===== config.mk =====
export PLATFORM = sky130hd
export DESIGN_NAME = layer_priority_mux
export DESIGN_NICKNAME = d
export VERILOG_FILES = /design/src/rtl/layer_priority_mux.sv
export SDC_FILE = /design/constraint.sdc
export NUM_CORES = 1
export LEC_CHECK = 0
export ABC_CLOCK_PERIOD_IN_PS = 1450
export CORE_MARGIN = 8
export CORE_UTILIZATION = 45
export DETAILED_ROUTE_END_ITERATION = 8
export PLACE_DENSITY_LB_ADDON = 0.25
export SYNTH_ARGS = -nofsm -noshare
export SYNTH_HDL_FRONTEND = slang
export SYNTH_SLANG_ARGS = --single-unit

===== constraint.sdc =====
create_clock -name clk -period 1.45 [get_ports clk]
set_input_delay 0.435 -clock clk [delete_from_list [all_inputs] [get_ports clk]]
set_output_delay 0.435 -clock clk [all_outputs]
set_load 0.01 [all_outputs]

===== src/rtl/layer_priority_mux.sv =====
// Pipelined sprite/background/MIF pixel merger with per-layer enable, blink and colour-key
// masking, plus per-frame collision flags of every layer against layer 0.
module layer_priority_mux #(
   parameter int                NUM_LAYERS  = 4,
   parameter int                RGB_W       = 8,
   parameter logic [RGB_W-1:0]  TRANSPARENT = 8'hFF,
   parameter int                BLINK_SHIFT = 4
) (
   input  logic                        clk,
   input  logic                        reset,
   input  logic [NUM_LAYERS-1:0]       layerDrawingRequest,
   input  logic [NUM_LAYERS*RGB_W-1:0] layerRGB,
   input  logic [NUM_LAYERS-1:0]       layerEnable,
   input  logic [NUM_LAYERS-1:0]       blinkMask,
   input  logic                        BGDrawingRequest,
   input  logic [RGB_W-1:0]            backGroundRGB,
   input  logic [RGB_W-1:0]            RGB_MIF,
   input  logic                        startOfFrame,
   output logic [RGB_W-1:0]            RGBOut,
   output logic [4:0]                  topLayer,
   output logic [NUM_LAYERS-1:0]       collisionFlags,
   output logic                        collisionValid
);

   localparam logic [4:0] TOP_NONE = 5'd31;

   logic [7:0]                  frame_cnt_q, frame_cnt_d;
   logic                        blink_on;
   logic [NUM_LAYERS-1:0]       eff0;
   logic [NUM_LAYERS-1:0]       hits;

   logic [NUM_LAYERS-1:0]       eff1_q, eff1_d;
   logic [NUM_LAYERS*RGB_W-1:0] rgb1_q, rgb1_d;
   logic                        bg_req1_q, bg_req1_d;
   logic [RGB_W-1:0]            bg_rgb1_q, bg_rgb1_d;
   logic [RGB_W-1:0]            mif1_q, mif1_d;

   logic [RGB_W-1:0]            rgb_out_q, rgb_out_d;
   logic [4:0]                  top_q, top_d;
   logic [NUM_LAYERS-1:0]       hit_acc_q, hit_acc_d;
   logic [NUM_LAYERS-1:0]       flags_q, flags_d;
   logic                        valid_q, valid_d;

   always_comb begin
      eff0     = '0;
      blink_on = frame_cnt_q[BLINK_SHIFT];
      for (int i = 0; i < NUM_LAYERS; i++) begin
         eff0[i] = layerDrawingRequest[i] & layerEnable[i] & ~(blinkMask[i] & blink_on)
                 & (layerRGB[i*RGB_W +: RGB_W] != TRANSPARENT);
      end

      eff1_d    = eff0;
      rgb1_d    = layerRGB;
      bg_req1_d = BGDrawingRequest;
      bg_rgb1_d = backGroundRGB;
      mif1_d    = RGB_MIF;

      // Walk from lowest priority up so the lowest-index layer overwrites last.
      rgb_out_d = bg_req1_q ? bg_rgb1_q : mif1_q;
      top_d     = TOP_NONE;
      for (int i = NUM_LAYERS - 1; i >= 0; i--) begin
         if (eff1_q[i]) begin
            rgb_out_d = rgb1_q[i*RGB_W +: RGB_W];
            top_d     = 5'(i);
         end
      end

      hits = eff1_q[0] ? {eff1_q[NUM_LAYERS-1:1], 1'b0} : '0;

      // The frame-boundary cycle still contributes its own hits to the closing snapshot.
      frame_cnt_d = frame_cnt_q;
      hit_acc_d   = hit_acc_q | hits;
      flags_d     = flags_q;
      valid_d     = 1'b0;
      if (startOfFrame) begin
         frame_cnt_d = frame_cnt_q + 8'd1;
         hit_acc_d   = '0;
         flags_d     = hit_acc_q | hits;
         valid_d     = 1'b1;
      end
   end

   always_ff @(posedge clk) begin
      if (reset) begin
         frame_cnt_q <= '0;
         eff1_q      <= '0;
         rgb1_q      <= '0;
         bg_req1_q   <= 1'b0;
         bg_rgb1_q   <= '0;
         mif1_q      <= '0;
         rgb_out_q   <= '0;
         top_q       <= TOP_NONE;
         hit_acc_q   <= '0;
         flags_q     <= '0;
         valid_q     <= 1'b0;
      end else begin
         frame_cnt_q <= frame_cnt_d;
         eff1_q      <= eff1_d;
         rgb1_q      <= rgb1_d;
         bg_req1_q   <= bg_req1_d;
         bg_rgb1_q   <= bg_rgb1_d;
         mif1_q      <= mif1_d;
         rgb_out_q   <= rgb_out_d;
         top_q       <= top_d;
         hit_acc_q   <= hit_acc_d;
         flags_q     <= flags_d;
         valid_q     <= valid_d;
      end
   end

   assign RGBOut         = rgb_out_q;
   assign topLayer       = top_q;
   assign collisionFlags = flags_q;
   assign collisionValid = valid_q;

endmodule


==> results.md, run 1 <==
- Post-CTS setup buffers: 0
- Area delta synth->final: 43.6%
- Final Slew Violations: 0
- H-tree depth: 3
- Root buf cell: clkbuf_8
- Count of maximum capacitance violations: 0
- Yosys top cell area share: 0.587
- Filler cell count: 462
- Final Wtd Congestion: 0.775
- Vias in the first global route: 2125
- Row cnt: 27
- Arrival time worst endpoint: 960 ps
- Largest cells by area after synthesis: dfxtp_1 (59%), nor2b_1 (12%), mux2_2 (3.0%)
- Largest net degree at the start of global routing: 29
- Unrepaired setup endpoints after global routing: true
- CP required: 1020 ps
- Count leader, synth: dfxtp_1
- Post-synth EDFFs: 0
- Via count: 2003
- Clk_skew: 8.06 ps
- Max stage delay on crit path: 330 ps
- Clk_lat worst skew: 340 ps
- I/O Pins: 82
- CTS max path bufs: 2
- CTS tree: built
- Max frequency: 716 MHz
- Share of layout cells above drive strength 1: 0.128
- Power density cells: 1230 mW/mm^2
- Cell Area, Placed: 0.00350 mm^2
- Initial core utilization: 0.468
- Final setup viols: 0
- Worst hold path class: reg -> reg
- Post-DP HPWL: 4780 um
- CP delay by family, top: flip-flops
- Endpoints failing hold: 0
- Critical path's slowest cell: dfxtp_1
- Nets: 397
- Worst Setup End Kind: output pin
- Antenna violations before repair: 0
- Initial DRT Pass Iterations: 4
- VDD IR max: 695 uV
- Comb pwr share: 0.108
- Synth Flop Type: dfxtp_1
- Hold slack: 487 ps
- Drt initial violations: 53
- Non-Filler Instances: 409
- Critical-path maximum fanout: 1
- Number of remaining DRC errors: 0
- Status: complete, no violations
- Most common library cells after synthesis: dfxtp_1 (76), nor2b_1 (51), nor2_1 (13)
- First-pass GRT wire length: 10100 um
- Critical path buffers and inverters: 1
- Ys Warns: 0
- Ant. Diodes: 0
- Sw frac: 0.209
- Post-synth top area cell: dfxtp_1
- All-Layer GR Usage: 0.152
- Critical path class: reg -> out
- Crit path time final: 1400 ps
- Internal power: 3.62 mW
- Mapped Cells: 244
- Yosys reg bits: 76
- CTS sink cnt: 76
- Tcrit/Tclk final: 0.963
- Dpl cells: 393
- P_leak: 1.47 nW
- Antenna viol nets, final: 0
- Net switching power: 0.957 mW
- Die Ht: 91.9 um
- Final instance area: 0.00372 mm^2
- Routed WL: 6180 um
- Vias per cell: 4.90
- Clk slew on worst S/H paths: 70 ps
- Clk network pwr share: 0.402
- Multi-input logic area: 965 um^2
- Hold Buf Count CTS: 0
- Share of the yosys chip area belonging to registers: 0.587
- Post-synth ARST share: 0
- Core region area: 0.00554 mm^2
- Drt wl/cell: 15.1 um
- Syn_area_per_cell: 10.6 um^2
- Syn_nets: 309
- Crit path launch type: flip-flop
- Synthesized cell area: 0.00259 mm^2
- Die width: 91.9 um
- Grt total ovfl: 0
- FF+latch area: 0.00152 mm^2
- Distinct cell type count after synthesis: 33
- Seq pwr share: 0.490
- Die area: 0.00844 mm^2
- Critical-path cell list: dlygate4sd2_1
- Buffers on Ports: 80
- Num CTS Buffers: 9
registers in the layout (all words and copies together), names as in the netlist, 4 cells and up:
| register | flops |
|---|---|
| frame_cnt_q | 5 |
| mif1_q | 8 |
| eff1_q | 4 |
| RGBOut | 8 |
| bg_rgb1_q | 8 |
| rgb1_q | 32 |
worst paths after layout:
kind,startpoint,to,slack (ps),depth (start not counted)
max,topLayer[0],topLayer[0],50,1
min,rgb1_q[6],RGBOut[6],490,2
max reg2reg,bg_req1_q,RGBOut[6],110,3
min reg2reg,rgb1_q[6],RGBOut[6],490,2
kinds of logic (layout without fill, tap and decap cells):
| group | after synthesis | in the layout | share of synthesized area |
|---|---|---|---|
| simple gates | 89 | 89 | 0.196 |
| flops | 76 | 76 | 0.587 |
| compound gates | 44 | 44 | 0.116 |
| buf+inv | 20 | 113 | 0.0406 |
| mux | 9 | 9 | 0.0401 |
| xor+xnor | 4 | 4 | 0.0135 |
| fa+ha+maj | 1 | 1 | 0.00483 |
| other cells | 1 | 1 | 0.00145 |
metrics by stage:
step                      setup TNS, ps  worst slack (ps)  utilization  total power, mW
after floorplan                       0               291            -             2.50
after global placement             -132             -48.7        0.633             2.80
after detailed placement           -324             -89.6        0.633             2.81
after CTS                             0              32.5        0.671             4.61
after global routing              -4.38             -2.31        0.672             4.75
final                                 0              53.9        0.672             4.57
routing by layer:
metal,up-vias,part of all wire,GRT usage,routed length [um]
li1,1012,-,-,-
met1,920,0.45,0.173,2800
met2,60,0.46,0.243,2870
met3,11,0.065,0.0628,399
met4,0,0.018,0.0725,111
met5,-,0,0,0
power by group through the flow:
stage | registers, mW | logic [mW] | clock network (mW)
floorplan | 2.29 | 0.205 | 0
global placement | 2.29 | 0.509 | 0
detailed placement | 2.29 | 0.516 | 0
CTS | 2.24 | 0.496 | 1.87
global route | 2.25 | 0.536 | 1.96
finish | 2.24 | 0.492 | 1.84
layout by cell type (no fill, tap or decap), drive strengths merged:
cell type and n:
clkbuf 13, a22oi 6, a211oi 10, nor3 3, a221oi 1, clkdlybuf4s15 1, mux2 8, a21oi 12
o22ai 8, dlygate4sd2 16, a21o 1, nor2 14, a31o 1, xnor2 1, clkdlybuf4s50 62, o21ai 1
and3b 1, nand2 6, buf 16, nor2b 51, nand2b 2, clkinvlp 1, mux2i 1, bufinv 2
ha 1, conb 1, nand4 10, dfxtp 76, inv 2, xor2 3, a2111oi 4, or2 2
cell type report:
type | instances | share of cell area
Sequential cell | 76 | 0.409
Multi-Input combinational cell | 148 | 0.259
Timing Repair Buffer | 95 | 0.242
Clock buffer | 13 | 0.0454
Tap cell | 72 | 0.0242
Clock inverter | 3 | 0.0182
Inverter | 2 | 0.00202
repair_timing:
item,CTS,global route
setup endpoints to repair,17,3
endpoints found under the hold margin,0,0
gates resized for setup,17,1
cloned,0,0
Power figures use the tool's default switching activity.
==> run 2: changes to the inputs <==
--- a/config.mk
+++ b/config.mk
@@ -5,9 +5,9 @@
 export SDC_FILE = /design/constraint.sdc
 export NUM_CORES = 1
 export LEC_CHECK = 0
-export ABC_CLOCK_PERIOD_IN_PS = 1450
+export ABC_CLOCK_PERIOD_IN_PS = 1130
 export CORE_MARGIN = 8
-export CORE_UTILIZATION = 45
+export CORE_UTILIZATION = 41
 export DETAILED_ROUTE_END_ITERATION = 8
 export PLACE_DENSITY_LB_ADDON = 0.25
 export SYNTH_ARGS = -nofsm -noshare
==> constraint.sdc (replaced) <==
create_clock -name clk -period 1.13 [get_ports clk]
set_input_delay 0.339 -clock clk [delete_from_list [all_inputs] [get_ports clk]]
set_output_delay 0.339 -clock clk [all_outputs]
set_load 0.005 [all_outputs]
==> run 2 against run 1 <==
Against the previous run: the flow now finishes with violations (negative setup slack); total power increased by 23%; global-route usage fell by 1.2 points; worst setup slack got worse by 140 ps; non-clock buffer count increased by 1.
==> results.md, run 2 (synthesized netlist as in run 1, its figures left out) <==
- Hold slack: 365 ps
- Reg2reg end: RGBOut[6]
- Die area: 0.00912 mm^2
- Unrepaired setup endpoints after global routing: true
- Routed WL: 6240 um
- CTS max path bufs: 2
- Slack of the worst reg-to-reg path: -90 ps
- Fin util: 0.605
- Hold path startpoint: reset
- Ant. Diodes: 0
- Final Wtd Congestion: 0.721
- Worst reg2reg path startpoint: bg_req1_q
- P_leak: 1.48 nW
- Crit path launch type: flip-flop
- Initial DRT Pass Iterations: 4
- Worst R2R Path Depth: 4
- Most frequent cells in the layout: dfxtp_1 (63), clkdlybuf4s50_1 (61), nor2b_1 (51)
- Largest net degree at the start of global routing: 47
- Sw frac: 0.210
- Endpoints failing hold: 0
- Clk network pwr share: 0.368
- Critical-path maximum fanout: 8
- Net switching power: 1.18 mW
- Row cnt: 29
- Critical path class: reg -> reg
- Final Slew Violations: 0
- Worst hold path class: in -> reg
- Worst hold endpoint: eff1_q[0]
- Pre-CTS WS: -386 ps
- Buffers on Ports: 80
- Crit path time final: 1220 ps
- CP required: 1350 ps
- Most common cell after layout, fill and taps aside: dfxtp_1
- Setup TNS: -219 ps
- Arrival time worst endpoint: 1440 ps
- CTS tree: built
- First-pass GRT wire length: 9620 um
- H-tree depth: 3
- Clk_skew: 5.58 ps
- Via count: 1954
- Setup ws final: -88.2 ps
- Grt total ovfl: 0
- VDD IR max: 939 uV
- Drt wl/cell: 15.1 um
- Num CTS Buffers: 9
- Post-DP HPWL: 4720 um
- Internal power: 4.45 mW
- Area delta synth->final: 45.8%
- Max frequency: 821 MHz
- Min-Delay Path Depth: 2
- Reg with most FFs: rgb1_q
- Antenna violations before repair: 0
- Failing checks: negative setup slack
- Clk_lat worst skew: 340 ps
- Vias per cell: 4.72
- Nets: 398
- Drt initial violations: 55
- Power density cells: 1490 mW/mm^2
- Antenna viol nets, final: 0
- I/O Pins: 82
- Count of maximum capacitance violations: 0
- Share of layout cells above drive strength 1: 0.246
- Status: finished with violations
- Tcrit/Tclk final: 1.08
- Root buf cell: clkbuf_8
- Die width: 95.5 um
- Comb pwr share: 0.119
- Final setup viols: 7
- Number of remaining DRC errors: 0
- Flip-flop count of the largest register after layout: 32
- CTS sink cnt: 76
- Vias in the first global route: 2057
- Die Ht: 95.5 um
- Worst Setup End Kind: flip-flop
- All-Layer GR Usage: 0.140
- Core region area: 0.00624 mm^2
- Initial core utilization: 0.415
- Clk slew on worst S/H paths: 70 ps
- Seq pwr share: 0.513
[run 2: cell types whose count changed in the layout (fill, tap and decap cells not counted), sizes merged]
cell / before / now
clkdlybuf4s15: 1 / 0
clkbuf: 13 / 14
clkinvlp: 1 / 0
buf: 16 / 34
clkdlybuf4s50: 62 / 61
bufinv: 2 / 1
dlygate4sd2: 16 / 1
[run 2: per-layer routing]
| layer | routed length [um] | GRT usage | vias to the layer above |
|---|---|---|---|
| met1 | 2660 | 0.159 | 874 |
| met5 | 0 | 0 | - |
| li1 | - | - | 1010 |
| met2 | 3100 | 0.232 | 62 |
| met4 | 78 | 0.0551 | 0 |
| met3 | 396 | 0.0575 | 8 |
[run 2: through the flow]
stage	power, mW	area (um^2)	instances
floorplan	3.19	2590	244
global placement	3.59	3540	398
detailed placement	3.60	3540	398
CTS	5.66	3700	413
global route	5.88	3780	414
finish	5.63	3780	414
[run 2: timing repair]
item / in CTS / in global routing
hold buffers: 0 / 0
resized for setup: 88 / 15
buffers inserted: 0 / 1
pin swaps: 2 / 4
endpoints found under the setup margin: 26 / 24
[run 2: cell type report]
type	instances	area, um^2
fill	536	2460
inverter	2	7.51
clock inverter	1	30.0
tap	77	96.3
timing repair buffer	96	917
clock buffer	14	173
sequential	76	1540
multi-input combinational	148	1020
[run 2: power by group through the flow]
stage / clock (mW) / combinational, mW / sequential (mW)
6_report: 2.07 / 0.669 / 2.88
5_1_grt: 2.26 / 0.727 / 2.90
4_1_cts: 2.13 / 0.649 / 2.88
3_5_place_dp: 0 / 0.664 / 2.94
3_3_place_gp: 0 / 0.655 / 2.93
2_1_floorplan: 0 / 0.260 / 2.93
[run 2: how the worst max path moves through the flow]
stage                      start           endpoint  slack [ps]  cells after the start
global placement    startOfFrame  collisionFlags[2]        -270                      4
detailed placement  startOfFrame  collisionFlags[3]        -390                      4
finish                 bg_req1_q          RGBOut[6]         -90                      4
CTS                    bg_req1_q          RGBOut[6]        -100                      4
global route           bg_req1_q          RGBOut[6]        -140                      4
floorplan              bg_req1_q          RGBOut[6]          10                      4
[run 2: worst max-delay path, cell delays in order, from the launching register on]
cell and delay, ps:
dfxtp_2 350, buf_12 120, mux2_4 310, a221oi_2 230, o22ai_1 100
==> run 3: changes to the inputs <==
--- a/config.mk
+++ b/config.mk
@@ -8,8 +8,10 @@
 export ABC_CLOCK_PERIOD_IN_PS = 1130
 export CORE_MARGIN = 8
 export CORE_UTILIZATION = 41
+export CTS_CLUSTER_SIZE = 16
 export DETAILED_ROUTE_END_ITERATION = 8
 export PLACE_DENSITY_LB_ADDON = 0.25
+export SKIP_CTS_REPAIR_TIMING = 1
 export SYNTH_ARGS = -nofsm -noshare
 export SYNTH_HDL_FRONTEND = slang
 export SYNTH_SLANG_ARGS = --single-unit
==> constraint.sdc (replaced) <==
create_clock -name clk -period 1.13 [get_ports clk]
set_input_delay 0.339 -clock clk [delete_from_list [all_inputs] [get_ports clk]]
set_output_delay 0.339 -clock clk [all_outputs]
set_load 0.01 [all_outputs]
==> run 3 against run 2 <==
Against the previous run: the run still ends with negative setup slack left; register-to-register slack is essentially flat; utilization grew 0.50 points; worst hold slack lost 4.4 ps; wire length grew 0.32%; cell count grew 0.24%; non-clock buffer count grew 1; critical path type unchanged; critical endpoint unchanged; largest cell class unchanged; highest routed layer unchanged.
==> results.md, run 3 (synthesized netlist as in run 1, its figures left out) <==
- Status: finished with violations
- Failing checks: negative setup slack
- Initial DRT Pass Iterations: 6
- Power density cells: 1490 mW/mm^2
- Buffers on Ports: 80
- Critical path class: reg -> reg
- Tcrit/Tclk final: 1.07
- Sw frac: 0.212
- Number of remaining DRC errors: 0
- Endpoints failing hold: 0
- Non-Filler Instances: 415
- CTS sink cnt: 76
- Antenna viol nets, final: 0
- Seq pwr share: 0.510
- Die width: 95.5 um
- Unrepaired setup endpoints after global routing: true
- Worst hold path class: in -> reg
- Area delta synth->final: 47.0%
- Filler cell count: 536
- Root buf cell: clkbuf_8
- Worst Setup End Kind: flip-flop
- Vias per cell: 4.73
- FF+latch area: 0.00154 mm^2
- Crit path launch type: flip-flop
- Row cnt: 29
- Core region area: 0.00624 mm^2
- Worst R2R Path Depth: 4
- Clk_skew: 6.57 ps
- Crit path time final: 1210 ps
- Routed WL: 6260 um
- Antenna violations before repair: 0
- Die Ht: 95.5 um
- Fin util: 0.610
- Drt wl/cell: 15.1 um
- Share of layout cells above drive strength 1: 0.240
- Final Slew Violations: 0
- Arrival time worst endpoint: 1430 ps
- Comb pwr share: 0.124
- Grt total ovfl: 0
- Reg with most FFs: rgb1_q
- Final setup viols: 8
- Multi-input logic area: 0.00101 mm^2
- P_leak: 1.50 nW
- Initial core utilization: 0.415
- Clk network pwr share: 0.367
- Net switching power: 1.20 mW
- Count of maximum capacitance violations: 0
- Setup TNS: -238 ps
- H-tree depth: 3
- Critical-path maximum fanout: 8
- Vias in the first global route: 2027
- Internal power: 4.46 mW
- Min-Delay Path Depth: 2
- Num CTS Buffers: 9
- Setup ws final: -81.8 ps
- Die area: 0.00912 mm^2
- Final Wtd Congestion: 0.721
- CTS max path bufs: 2
- Most frequent cells in the layout: dfxtp_1 (64), clkdlybuf4s50_1 (61), nor2b_1 (51)
- Largest net degree at the start of global routing: 47
- All-Layer GR Usage: 0.139
- First-pass GRT wire length: 9500 um
- Clk slew on worst S/H paths: 70 ps
- Pre-CTS WS: -386 ps
- I/O Pins: 82
- VDD IR max: 940 uV
- Most common cell after layout, fill and taps aside: dfxtp_1
- Via count: 1961
- Max frequency: 825 MHz
- Flip-flop count of the largest register after layout: 32
- Clk_lat worst skew: 330 ps
- Dpl cells: 398
- Drt initial violations: 50
- CTS tree: built
- Nets: 399
- Ant. Diodes: 0
- Post-DP HPWL: 4720 um
- CP required: 1350 ps
-- run 3: path summary, 6_finish.rpt --
kind | end | slack, ps | start
max reg2reg | RGBOut[6] | -80 | bg_req1_q
min | eff1_q[0] | 360 | reset
min reg2reg | RGBOut[6] | 460 | rgb1_q[6]
max | RGBOut[6] | -80 | bg_req1_q
-- run 3: critical path: stages, from the launching register on --
cell,delay (ps)
dfxtp_2,350
buf_12,120
mux2_4,310
a221oi_2,230
o22ai_1,100
-- run 3: layout make-up --
type                            count  share of cell area
Inverter                            2             0.00197
Timing Repair Buffer               97               0.250
Tap cell                           77              0.0253
Clock inverter                      1             0.00788
Multi-Input combinational cell    148               0.265
Clock buffer                       14              0.0453
Sequential cell                    76               0.404
-- run 3: routing by layer --
| metal | track usage | part of all wire |
|---|---|---|
| met5 | 0 | 0 |
| met4 | 0.0551 | 0.0083 |
| met3 | 0.0575 | 0.061 |
| met2 | 0.231 | 0.50 |
| met1 | 0.156 | 0.43 |
-- run 3: metrics by stage --
stage | power, mW | hold slack, ps | instance area [um^2]
final | 5.66 | 361 | 3810
after global routing | 5.92 | 356 | 3810
after CTS | 5.69 | 347 | 3740
after detailed placement | 3.62 | 460 | 3540
after global placement | 3.61 | 453 | 3540
after floorplan | 3.20 | 432 | 2590
-- run 3: power groups by stage --
stage               logic [mW]  clock network, mW  registers (mW)
floorplan                0.263                  0            2.94
global placement         0.672                  0            2.93
detailed placement       0.681                  0            2.94
CTS                      0.685               2.13            2.88
global route             0.759               2.26            2.90
finish                   0.700               2.07            2.89
